$ cat config.mk
export PLATFORM = sky130hd
export DESIGN_NAME = selector_encode_8
export DESIGN_NICKNAME = d
export VERILOG_FILES = /design/src/rtl/selector_pkg.sv /design/src/rtl/selector_encode_8_encode_4.sv /design/src/rtl/selector_encode_8.sv
export SDC_FILE = /design/constraint.sdc
export NUM_CORES = 1
export LEC_CHECK = 0
export ABC_AREA = 0
export CAP_MARGIN = 15
export CORE_MARGIN = 1
export CORE_UTILIZATION = 54
export CTS_CLUSTER_SIZE = 24
export DETAILED_ROUTE_END_ITERATION = 10
export PLACE_DENSITY = 0.79
export SLEW_MARGIN = 40
export SYNTH_ARGS = -nofsm -noshare
export SYNTH_HDL_FRONTEND = slang
export SYNTH_SLANG_ARGS = --single-unit
$ cat constraint.sdc
create_clock -name clk -period 1.7 [get_ports clk]
set_input_delay 0.255 -clock clk [delete_from_list [all_inputs] [get_ports clk]]
set_output_delay 0.255 -clock clk [all_outputs]
set_load 0.02 [all_outputs]
$ cat src/rtl/selector_pkg.sv
// Shared types and constants for the selector encode/decode path.
// Holds the per-group reduction record and the stage-indexing helpers.
package selector_pkg;

   localparam int SEL_ADDR_W  = 8;
   localparam int SEL_POS_W   = 256;
   localparam int SEL_DIGIT_W = 2;
   localparam int SEL_RADIX   = 4;

   // The prefix holds the digits resolved so far; bits above the current stage stay zero.
   typedef struct packed {
      logic                  any;
      logic                  multi;
      logic [SEL_ADDR_W-1:0] prefix;
   } sel_rec_t;

   // Number of records produced by stage s (0-based).
   function automatic int stage_groups(input int s, input int pos_w);
      return pos_w >> (SEL_DIGIT_W * (s + 1));
   endfunction

   // Offset of stage s inside the flat record array holding every stage back to back.
   function automatic int stage_off(input int s, input int pos_w);
      int o;
      o = 0;
      for (int i = 0; i < s; i++) o += stage_groups(i, pos_w);
      return o;
   endfunction

endpackage

$ cat src/rtl/selector_encode_8_encode_4.sv
// Combinational 4-to-1 record reducer: picks the lowest child with any set
// and flags collisions between children or inside any child.
module encode_4
   import selector_pkg::*;
(
   input  sel_rec_t [SEL_RADIX-1:0]   child,
   output sel_rec_t                   rec,
   output logic     [SEL_DIGIT_W-1:0] digit
);

   logic [SEL_RADIX-1:0] any_v;
   logic                 pair;

   always_comb begin
      any_v = '0;
      pair  = 1'b0;
      digit = '0;
      rec   = '0;
      for (int c = 0; c < SEL_RADIX; c++) any_v[c] = child[c].any;
      // Scan downward so the lowest set child is the last one written.
      for (int c = SEL_RADIX - 1; c >= 0; c--) begin
         if (any_v[c]) digit = SEL_DIGIT_W'(c);
      end
      for (int i = 0; i < SEL_RADIX; i++) begin
         for (int j = i + 1; j < SEL_RADIX; j++) pair = pair | (any_v[i] & any_v[j]);
      end
      rec.any   = |any_v;
      rec.multi = pair;
      for (int c = 0; c < SEL_RADIX; c++) rec.multi = rec.multi | child[c].multi;
      rec.prefix = rec.any ? child[digit].prefix : '0;
   end

endmodule

$ cat src/rtl/selector_encode_8.sv
// Pipelined positional-to-binary encoder: one base-4 address digit per stage,
// least-significant first, under a single global advance enable.
module selector_encode_8
   import selector_pkg::*;
#(
   parameter  int ADDR_W = SEL_ADDR_W,
   localparam int POS_W  = 2 ** ADDR_W
) (
   input  logic              clk,
   input  logic              rst,
   input  logic [POS_W-1:0]  in_positional,
   input  logic              in_valid,
   output logic              in_ready,
   output logic [ADDR_W-1:0] out_addr,
   output logic              out_none,
   output logic              out_multi,
   output logic              out_valid,
   input  logic              out_ready
);

   localparam int STAGES = ADDR_W / SEL_DIGIT_W;
   localparam int TOTAL  = stage_off(STAGES, POS_W);

   sel_rec_t          rec_d [TOTAL];
   sel_rec_t          rec_q [TOTAL];
   logic [STAGES-1:0] vld_q;
   logic              adv;

   for (genvar s = 0; s < STAGES; s++) begin : g_stage
      localparam int N    = stage_groups(s, POS_W);
      localparam int OFF  = stage_off(s, POS_W);
      localparam int PREV = (s == 0) ? 0 : stage_off(s - 1, POS_W);
      localparam int SH   = SEL_DIGIT_W * s;

      for (genvar g = 0; g < N; g++) begin : g_group
         sel_rec_t [SEL_RADIX-1:0]   child;
         sel_rec_t                   red;
         logic     [SEL_DIGIT_W-1:0] digit;

         for (genvar c = 0; c < SEL_RADIX; c++) begin : g_child
            if (s == 0) begin : g_raw
               assign child[c] = '{any: in_positional[SEL_RADIX*g+c], multi: 1'b0, prefix: '0};
            end else begin : g_rec
               assign child[c] = rec_q[PREV+SEL_RADIX*g+c];
            end
         end

         encode_4 u_enc (
            .child (child),
            .rec   (red),
            .digit (digit)
         );

         // New digit lands above the digits already carried by the chosen child.
         assign rec_d[OFF+g] = '{any:    red.any,
                                 multi:  red.multi,
                                 prefix: red.prefix | (SEL_ADDR_W'(digit) << SH)};
      end
   end

   always_ff @(posedge clk) begin
      if (rst) begin
         vld_q <= '0;
         for (int i = 0; i < TOTAL; i++) rec_q[i] <= '0;
      end else if (adv) begin
         vld_q <= (vld_q << 1) | {{(STAGES-1){1'b0}}, in_valid};
         rec_q <= rec_d;
      end
   end

   assign adv       = out_ready | ~vld_q[STAGES-1];
   assign in_ready  = adv;
   assign out_valid = vld_q[STAGES-1];
   assign out_addr  = rec_q[TOTAL-1].prefix[ADDR_W-1:0];
   assign out_none  = out_valid & ~rec_q[TOTAL-1].any;
   assign out_multi = rec_q[TOTAL-1].multi;

endmodule

# == Word-level counts from Yosys, hierarchy flattened ==
# Index checks and enable logic that the tools add are counted.
# op_classes
magnitude_cmp,85
muxes,595
n_bitwise,1109
reduce_logical,85
# ops
cell,count
$bmux W10 S2,85
$mux W8,170
$mux W2,340
$or A8 B2 Y8,64
$and A1 B1 Y1,511
$or A1 B1 Y1,510
$reduce_or A4 Y1,85
$lt A2 B3 Y1 const B,85
$or A8 B4 Y8,16
$or A8 B6 Y8,4
$or A8 B8 Y8,1
$or A4 B1 Y4,1
$not A1 Y1,2
# totals
regBits,854
word_cells,2130

# == Logic depth before layout (Yosys ltp) ==
# Gate-level depths: netlist (run 1).
# logic_depth
word_depth,10
depth_mapped,7
depth_no_buf,4

# == Cells and area by module ==
# Synthesis (run 1) repeated with hierarchy kept, for this count alone.
# unflattened
hier_cells,7876
hier_area_um2,63624.8
# by_module_without_submodules
module,n_inst,cells_each,area_each_um2,seq_area_each_um2
encode_4,85,49,401.6,0.0
selector_encode_8,1,3711,29485.8,17096.4

# == Worst setup path after synthesis (run 1) ==
# Ideal clock, no wire load.
# synth_timing
kind,reg-to-reg
from,register vld_q[3]
to,"register rec_q, in the netlist g_stage[1].g_group[11].child[28]"
arrival_time_ns,1.540
slack_ns,0.073
stages_incl_launch_ff,7
path_buffers,3
path_cell_list,dfxtp_1 > buf_2 > nor3b_1 > buf_2 > clkbuf_1 > nand2_1 > o31ai_1
# synth_via
elab_chain_len,2
# synth_lines
item,line_no,text
"start, declared",selector_encode_8.sv:26,logic [STAGES-1:0] vld_q;
"start signal, assigned",selector_encode_8.sv:66,"vld_q <= (vld_q << 1) | {{(STAGES-1){1'b0}}, in_valid};"
$not A1 Y1,selector_encode_8.sv:71,assign adv = out_ready | ~vld_q[STAGES-1];
$or A1 B1 Y1,selector_encode_8.sv:71,
"end signal, assigned",selector_encode_8.sv:67,rec_q <= rec_d;
"end, declared",selector_encode_8.sv:25,sel_rec_t rec_q [TOTAL];
# No other way between the ends.
# A chain may end at the register's enable or synchronous reset.

# == Worst setup path in the final report (run 1) ==
# layout_timing
from,register vld_q[3]
to,output in_ready
# layout_via
elab_chain_len,2
# layout_lines
item,line_no,text
$not A1 Y1,selector_encode_8.sv:71,
$or A1 B1 Y1,selector_encode_8.sv:71,
"end, declared",selector_encode_8.sv:13,"output logic in_ready,"
# No other way between the ends.

==> results of run 1 <==
-- cell type report --
type | count | area share
inverter | 88 | 0.0136
antenna | 2 | 0.000196
sequential | 398 | 0.312
timing repair buffer | 377 | 0.152
multi-input combinational | 1836 | 0.436
clock buffer | 60 | 0.0495
tap | 468 | 0.0230
clock inverter | 19 | 0.0135
-- power by group through the flow --
| stage | Combinational [mW] | Clock, mW | Sequential, mW |
|---|---|---|---|
| floorplan | 1.66 | 0 | 10.3 |
| global placement | 2.72 | 0 | 10.6 |
| detailed placement | 2.81 | 0 | 10.7 |
| CTS | 2.83 | 10.7 | 10.5 |
| global route | 3.15 | 11.0 | 10.5 |
| finish | 2.88 | 10.5 | 10.5 |
-- through the flow --
step	cells	hold slack, ns	power [mW]
2_1_floorplan	2514	0.395	12.0
3_3_place_gp	3157	0.425	13.4
3_5_place_dp	3157	0.441	13.5
4_1_cts	3244	0.0758	24.0
5_1_grt	3247	0.0845	24.7
6_report	3248	0.0772	23.9
-- cell usage after synthesis, types with 11 or more instances --
| master | instances |
|---|---|
| or4b_2 | 12 |
| nor2b_1 | 91 |
| nand2_1 | 301 |
| nor2_1 | 329 |
| a21boi_0 | 23 |
| buf_2 | 53 |
| a22oi_1 | 22 |
| o31ai_1 | 64 |
| inv_1 | 87 |
| nor4_1 | 19 |
| o211ai_1 | 93 |
| o21a_1 | 13 |
| buf_4 | 12 |
| maj3_1 | 77 |
| o221a_2 | 18 |
| dfxtp_1 | 398 |
| and3b_1 | 27 |
| a21oi_1 | 186 |
| mux2i_1 | 25 |
| and2_1 | 26 |
| nor3_1 | 88 |
| o21ai_0 | 63 |
| nand4_1 | 18 |
| clkbuf_1 | 118 |
| nand3b_1 | 64 |
| a31oi_1 | 11 |
| a311oi_1 | 110 |
| or4_1 | 85 |
-- worst max-delay path by stage --
stage | slack [ns] | endpoint | depth (start not counted)
5_1_grt | -0.07 | in_ready | 5
4_1_cts | -0.04 | in_ready | 5
2_1_floorplan | 0.07 | g_stage[1].g_group[11].child[28]$_SDFFE_PP0P_ | 6
3_3_place_gp | -0.28 | g_stage[2].g_group[0].child[20]$_SDFFE_PP0P_ | 7
6_report | -0.04 | in_ready | 5
3_5_place_dp | -0.33 | g_stage[1].g_group[8].child[29]$_SDFFE_PP0P_ | 8
-- kinds of logic (layout without fill, tap and decap cells) --
| family | Yosys count | in the layout | synth area share |
|---|---|---|---|
| AO/OA/AOI/OAI | 648 | 648 | 0.223 |
| adder cells (fa/ha/maj) | 77 | 77 | 0.0383 |
| buffers and inverters | 280 | 544 | 0.0596 |
| flip-flops | 398 | 398 | 0.396 |
| multiplexers | 25 | 25 | 0.0124 |
| other | 0 | 2 | 0 |
| AND/OR/NAND/NOR | 1086 | 1086 | 0.270 |
-- state kept, by name, summed over array words and instances, names as in the netlist --
register	flops
out_multi	1
vld_q	4
rec_q	1
g_stage.g_group.child	384
out_addr	8
-- repair_timing --
action	4_1_cts	5_1_grt
endpoints found under the setup margin	16	35
gates resized for setup	22	38
buffers inserted	7	0
cloned	1	2
pin swaps	0	6
-- routing by layer --
metal	global-route usage	routed length [um]	vias to the layer above
met4	0.0907	1640	10
met5	0	71	-
met3	0.0456	3330	115
met1	0.356	24100	9294
li1	-	-	9607
met2	0.484	26800	554
==> results_dict.tcl, run 1 <==
set metrics [dict create \
    outcome "finished with violations" \
    violations "negative setup slack" \
    ys_ff_latch 398 \
    hold_buffers 0 \
    min_delay_path_depth 2 \
    die-area_um2 38000 \
    finalMaxSlewViolations 0 \
    async_flop_share 0 \
    worst_slew_pin_slew_ns 0.520 \
    reg2reg_depth 6 \
    wire_per_inst_um 17.2 \
    viasPerCell 6.03 \
    reg2reg_from "vld_q[3]$_SDFFE_PP0P_" \
    multiInputGateArea_um2 11100 \
    combPwrFrac 0.121 \
    sequentialPowerShare 0.439 \
    seqCellArea_um2 7970 \
    grt_overflow_total 0 \
    design_area_um2 25500 \
    coreArea_um2 36600 \
    post-route-util 0.697 \
    fillers 2912 \
    slowest_stage "dfxtp_2" \
    synth_area_leaders "dfxtp_1 (40%), nor2_1 (6.1%), nand2_1 (5.6%)" \
    setup_slack_ns -0.0353 \
    slew_headroom 0.653 \
    crit_fanout 4 \
    arrival_ns 1.48 \
    grt_pass1_vias 18353 \
    critPathBufInv 4 \
    place_area_um2 23600 \
    initial_core_util 0.550 \
    clock_skew_ns 0.0195 \
    grt_max_degree 67 \
    drc 0 \
    h-tree-depth 2 \
    crit_chain "nor2b_4 > buf_12 > inv_16 > buf_16 > buf_8" \
    io_pins 272 \
    grtUsageTotal 0.280 \
    p_switching_mw 5.76 \
    area.growth.synth_to_final_pct 26.8 \
    cts_max_path_buffers 3 \
    drv_cap 0 \
    rows 70 \
    synth_nets 2774 \
    hold_class "input pin to flop" \
    cts_root_buf "clkbuf_16" \
    reg2reg_slack_ns 0 \
    worstPathRequired_ns 1.44 \
    place.port_buffers 271 \
    fin_crit_sh 1.02 \
    die_w_um 195 \
    max_stage_delay_ns 0.33 \
    path_class "flop to output pin" \
    p_leak_nw 9.51 \
    dpl_worst_slack_ns -0.334 \
    min-delay-start "rst" \
    internal-power_mw 18.1 \
    mostFrequentLayoutCells "dfxtp_1 (397), nor2_1 (329), nand2_1 (301), clkdlybuf4s50_1 (258), a21oi_1 (167)" \
    cts.clk_slew.worst_paths_ns 0.06 \
    critPathTopFamily "buffers and inverters" \
    numCtsBuffers 44 \
    peakVddDrop_mv 0.625 \
    critPathCaptureType "output pin" \
    antenna_found_initial 7 \
    clock_latency_ns 0.54 \
    fin_nets 3005 \
    hpwlAfterDp_mm 39.7 \
    swShare 0.241 \
    synth_edf_count 0 \
    worstSetupStartpointType "flop" \
    synth_top_cell_by_area "dfxtp_1" \
    finalSetupViolations 3 \
    synth-main-ff-cell "dfxtp_1" \
    layout_commonest_cell "dfxtp_1" \
    power.density_nw_per_um2 936 \
    cts_sinks 398 \
    syn_area_um2 20100 \
    yosys_warnings 0 \
    route.final.wire_length_mm 55.9 \
    power_frac_clock 0.440 \
    final_hold_viol_count 0 \
    rsz0062_at_grt "yes" \
    synth_top_area_share 0.396 \
    grt_pass1_wl_mm 89.6 \
    place.gp.congestion 0.899 \
    synth.distinct_cells 50 \
    tritoncts "yes" \
    finalSetupTns_ns -0.0375 \
    die_h_um 195 \
    fin_crit_ns 1.74 \
    detailedRoute.firstPassIterationCount 6 \
    synthCells 2514 \
    num_vias 19580 \
    ys_seq_area_frac 0.396 \
    avgSynthCellArea_um2 8.00 \
    layout-drive-gt1-share 0.0911 \
    drt_iter0_drc 1338 \
    startpoint "vld_q[3]$_SDFFE_PP0P_" \
    fmax_ghz 0.576 \
    route.antenna.remaining_nets 0 \
    r2r-end "g_stage[1].g_group[6].child[31]$_SDFFE_PP0P_" \
    min_to "g_stage[1].g_group[1].child[21]$_SDFFE_PP0P_" \
]
No activity file was read; power rests on OpenSTA's default activity.
==> run 2, diff against run 1 <==
Settings changed: SKIP_CTS_REPAIR_TIMING from default to 1.
==> run 2 against run 1 <==
The flow still finishes with violations (negative setup slack). Critical path depth is the same. Sequential share of layout area grew 0.16 points. Register-to-register slack gained 0.02 ns. Worst hold slack gained 0.014 ns.
==> results_dict.tcl, run 2 (synthesis gave the netlist of run 1 again) <==
set metrics [dict create \
    io_pins 272 \
    wire_per_inst_um 17.2 \
    cts_sinks 398 \
    worstSetupStartpointType "flop" \
    finalSetupViolations 2 \
    drv_cap 0 \
    antenna_found_initial 7 \
    cts_max_path_buffers 3 \
    worstPathRequired_ns 1.44 \
    rsz0062_at_grt "yes" \
    setup_slack_ns -0.0871 \
    viasPerCell 6.04 \
    startpoint "vld_q[3]$_SDFFE_PP0P_" \
    initial_core_util 0.550 \
    die_h_um 195 \
    cts_root_buf "clkbuf_16" \
    crit_path_end "in_ready" \
    coreArea_um2 36600 \
    p_leak_nw 9.59 \
    largest_register_ffs 384 \
    num_vias 19594 \
    reg2reg_slack_ns 0.02 \
    grt_pass1_wl_mm 89.1 \
    internal-power_mw 18.1 \
    crit_fanout 10 \
    cts.clk_slew.worst_paths_ns 0.05 \
    fmax_ghz 0.560 \
    place.gp.congestion 0.899 \
    route.final.wire_length_mm 55.7 \
    sequentialPowerShare 0.439 \
    power_frac_clock 0.441 \
    numCtsBuffers 44 \
    tritoncts "yes" \
    final_hold_viol_count 0 \
    grt_overflow_total 0 \
    reg2reg_from "vld_q[3]$_SDFFE_PP0P_" \
    critPathCaptureType "output pin" \
    peakVddDrop_mv 0.633 \
    fin_crit_ns 1.79 \
    grt_pass1_vias 18304 \
    finalMaxSlewViolations 0 \
    swShare 0.241 \
    power.density_nw_per_um2 940 \
    slew_headroom 0.658 \
    outcome "finished with violations" \
    hpwlAfterDp_mm 39.7 \
    layout_commonest_cell "dfxtp_1" \
    p_switching_mw 5.75 \
    area.growth.synth_to_final_pct 26.1 \
    place.port_buffers 271 \
    clock_skew_ns 0.0232 \
    drc 0 \
    violations "negative setup slack" \
    rows 70 \
    worst_slew_pin_slew_ns 0.508 \
    r2r-end "g_stage[1].g_group[3].child[18]$_SDFFE_PP0P_" \
    layout-drive-gt1-share 0.0814 \
    fin_nets 3003 \
    die-area_um2 38000 \
    combPwrFrac 0.120 \
    path_class "flop to output pin" \
    dpl_worst_slack_ns -0.334 \
    die_w_um 195 \
    min_delay_path_depth 2 \
    detailedRoute.firstPassIterationCount 6 \
    grtUsageTotal 0.278 \
    reg2reg_depth 8 \
    mostFrequentLayoutCells "dfxtp_1 (397), nor2_1 (329), nand2_1 (301), clkdlybuf4s50_1 (258), a21oi_1 (180)" \
    arrival_ns 1.53 \
    grt_max_degree 67 \
    power.total_mw 23.9 \
    h-tree-depth 2 \
    hold_class "input pin to flop" \
    drt_iter0_drc 1326 \
    clock_latency_ns 0.54 \
    fin_crit_sh 1.05 \
    route.antenna.remaining_nets 0 \
]
-- run 2: cell types whose count changed in the layout (fill, tap and decap cells not counted), moves of 5 or more --
cell            previous run  this run
or4_1                     76        83
dlymetal6s2s_1             0        10
a21oi_2                   19         6
a21oi_1                  167       180
a311oi_2                   5         0
a311oi_1                 105       110
or4_4                      9         2
dlygate4sd2_1              9         0
-- run 2: worst min-delay path by stage --
stage                                            startpoint                                      endpoint  slack, ns
5_1_grt                                                 rst  g_stage[1].g_group[1].child[31]$_SDFFE_PP0P_       0.09
2_1_floorplan                                      in_valid                         vld_q[0]$_SDFFE_PP0P_       0.40
3_5_place_dp   g_stage[1].g_group[5].child[18]$_SDFFE_PP0P_  g_stage[1].g_group[5].child[18]$_SDFFE_PP0P_       0.44
3_3_place_gp    g_stage[1].g_group[7].child[8]$_SDFFE_PP0P_   g_stage[1].g_group[7].child[8]$_SDFFE_PP0P_       0.43
6_report                                                rst  g_stage[1].g_group[1].child[31]$_SDFFE_PP0P_       0.09
4_1_cts                                                 rst  g_stage[1].g_group[1].child[21]$_SDFFE_PP0P_       0.08
-- run 2: metal layers --
layer	wire length (um)	vias up	track usage
li1	-	9593	-
met1	24000	9292	0.354
met2	26500	579	0.480
met3	3470	120	0.0454
met4	1620	10	0.0884
met5	67	-	0
-- run 2: worst max-delay path, cell delays in order (launching register included) --
cell	delay, ns
dfxtp_2	0.32
nor2b_4	0.21
buf_12	0.15
inv_12	0.05
buf_16	0.14
buf_8	0.13
-- run 2: power groups by stage --
stage          registers (mW)  clock network (mW)  logic, mW
2_1_floorplan            10.3                   0       1.66
3_3_place_gp             10.6                   0       2.72
3_5_place_dp             10.7                   0       2.81
4_1_cts                  10.5                10.7       2.83
5_1_grt                  10.5                11.0       3.13
6_report                 10.5                10.5       2.85
-- run 2: stage by stage --
step	std cells	setup TNS [ns]	util	hold slack [ns]	cell area, um2
final	3246	-0.0874	0.693	0.0910	25400
after global routing	3245	-0.576	0.693	0.0876	25400
after CTS	3236	-2.13	0.688	0.0758	25200
after detailed placement	3157	-83.56	0.644	0.441	23600
after global placement	3157	-73.87	0.644	0.425	23600
after floorplan	2514	0	-	0.395	20100
-- run 2: area by class of cell --
cell class | instances | area [um2]
Antenna cell | 2 | 5.00
Clock buffer | 60 | 1260
Clock inverter | 19 | 345
Fill cell | 2948 | 11200
Inverter | 88 | 343
Multi-Input combinational cell | 1836 | 11000
Sequential cell | 398 | 7970
Tap cell | 468 | 586
Timing Repair Buffer | 375 | 3860
==> run 3, diff against run 2 <==
Settings changed: CORE_UTILIZATION 54 to 56, PLACE_DENSITY 0.79 to 0.81.
==> run 3 against run 2 <==
The flow now finishes without violations. Sequential share of layout area up 0.14 points. Non-clock buffer count up 11. Combinational power about the same. Core utilization up 1.9 points. Clock skew down 0.0085 ns. Worst hold slack worse by 0.016 ns. Largest cell class unchanged. Largest power group unchanged. Highest routed layer is now met4. Critical path type is now flop to flop. Via count down 0.16%. Critical path depth up 1. Clock-buffer cell count up 1. Routed wire length down 0.93%. Power down 3.5%. Critical endpoint is now g_stage[1].g_group[14].child[21]$_SDFFE_PP0P_. Cell count about the same.
==> results_dict.tcl, run 3 (synthesis gave the netlist of run 1 again) <==
set metrics [dict create \
    largest_register_ffs 384 \
    hpwlAfterDp_mm 40.1 \
    max_stage_delay_ns 0.47 \
    finalMaxSlewViolations 0 \
    place.port_buffers 271 \
    grtUsageMet2 0.525 \
    numCtsBuffers 44 \
    p_leak_nw 9.56 \
    clock_skew_ns 0.0147 \
    peakVddDrop_mv 0.808 \
    fin_crit_ns 1.68 \
    place_area_um2 23700 \
    place.gp.congestion 0.867 \
    design_area_um2 25300 \
    antennaDiodeCount 0 \
    rsz0062_at_grt "yes" \
    die_h_um 192 \
    io_pins 272 \
    reg2reg_depth 6 \
    fin_crit_sh 0.986 \
    slew_headroom 0.605 \
    detailedRoute.firstPassIterationCount 5 \
    r2r-end "g_stage[1].g_group[14].child[21]$_SDFFE_PP0P_" \
    fillers 2748 \
    min_delay_path_depth 2 \
    h-tree-depth 2 \
    die_w_um 192 \
    clock_latency_ns 0.55 \
    grt_overflow_total 0 \
    fin_cells 3248 \
    worstPathRequired_ns 2.17 \
    tritoncts "yes" \
    met3_usage 0.0457 \
    grt_pass1_wl_mm 90.2 \
    fmax_ghz 0.597 \
    numPlacedInstances 3167 \
    slowest_stage "or4_1" \
    final_hold_viol_count 0 \
    initial_core_util 0.567 \
    coreArea_um2 35500 \
    path_class "flop to flop" \
    cts_root_buf "clkbuf_16" \
    die-area_um2 36700 \
    hold_class "input pin to flop" \
    reg2reg_from "vld_q[3]$_SDFFE_PP0P_" \
    mostFrequentLayoutCells "dfxtp_1 (397), nor2_1 (329), nand2_1 (301), clkdlybuf4s50_1 (258), a21oi_1 (179)" \
    whs_ns 0.0746 \
    top_usage_layer "met2" \
    cts_max_path_buffers 3 \
    layout_commonest_cell "dfxtp_1" \
    post-route-util 0.712 \
    critPathCaptureType "flop" \
    crit_chain "nor2b_4 > buf_6 > clkbuf_16 > buf_12 > or4_1 > a21oi_1" \
    route.antenna.remaining_nets 0 \
    antenna_found_initial 0 \
    cts_sinks 398 \
    reg2reg_slack_ns 0.02 \
    area.growth.synth_to_final_pct 25.5 \
    worstSetupStartpointType "flop" \
    drt_iter0_drc 1190 \
    arrival_ns 2.14 \
    cts.clk_slew.worst_paths_ns 0.06 \
    num_vias 19563 \
    crit_fanout 28 \
    grt_use_met1 0.363 \
    grt_pass1_vias 18695 \
    power.density_nw_per_um2 911 \
    finalSetupTns_ns 0 \
    min_to "g_stage[2].g_group[0].child[12]$_SDFFE_PP0P_" \
    route.final.wire_length_mm 55.2 \
    fin_nets 3014 \
    layout-drive-gt1-share 0.0843 \
    rows 69 \
    min-delay-start "rst" \
    drc 0 \
    viasPerCell 6.02 \
    drv_cap 0 \
    outcome "finished, final reports clean" \
    worst_slew_pin_slew_ns 0.589 \
    grtUsageTotal 0.295 \
    finalSetupViolations 0 \
    grt_max_degree 69 \
    wire_per_inst_um 17.0 \
]
## run 3: power breakdown
group	internal (mW)	switching, mW	total [mW]	leakage (nW)
combinational	1.51	1.35	2.86	5.53
sequential	9.90	0.585	10.5	3.30
clock	5.81	3.86	9.67	0.726
## run 3: layout make-up
class / instances / area, um2 / area share
clock buffer: 61 / 1270 / 0.0501
timing repair buffer: 386 / 3910 / 0.155
tap: 461 / 577 / 0.0228
multi-input combinational: 1836 / 11000 / 0.435
inverter: 88 / 338 / 0.0134
sequential: 398 / 7970 / 0.315
clock inverter: 18 / 203 / 0.00802
## run 3: worst max-delay path by stage
stage                     startpoint                                            end  slack, ns  depth (start not counted)
4_1_cts        vld_q[3]$_SDFFE_PP0P_                                       in_ready      -0.43                          3
3_5_place_dp               out_ready   g_stage[2].g_group[1].child[31]$_SDFFE_PP0P_      -0.31                          6
2_1_floorplan  vld_q[3]$_SDFFE_PP0P_  g_stage[1].g_group[11].child[28]$_SDFFE_PP0P_       0.07                          6
6_report       vld_q[3]$_SDFFE_PP0P_  g_stage[1].g_group[14].child[21]$_SDFFE_PP0P_       0.02                          6
3_3_place_gp               out_ready   g_stage[1].g_group[14].child[1]$_SDFFE_PP0P_      -0.25                          6
5_1_grt        vld_q[3]$_SDFFE_PP0P_   g_stage[1].g_group[3].child[31]$_SDFFE_PP0P_      -0.04                          6
## run 3: per-layer routing
layer	share of wire	vias to the layer above
met3	0.057	95
li1	-	9623
met2	0.50	565
met1	0.42	9280
met4	0.023	0
met5	0	-
## run 3: metrics by stage
step	power (mW)	setup slack, ns
2_1_floorplan	12.0	0.0726
3_3_place_gp	13.4	-0.247
3_5_place_dp	13.5	-0.306
4_1_cts	23.1	-0.428
5_1_grt	23.9	-0.0365
6_report	23.0	0.0240
## run 3: critical path, delay by kind of cell (launching register included)
kind | cells | cell delay, ns
and+or+nand+nor | 2 | 0.62
buffers and inverters | 3 | 0.47
DFF | 1 | 0.34
AOI/OAI and AO/OA | 1 | 0.17
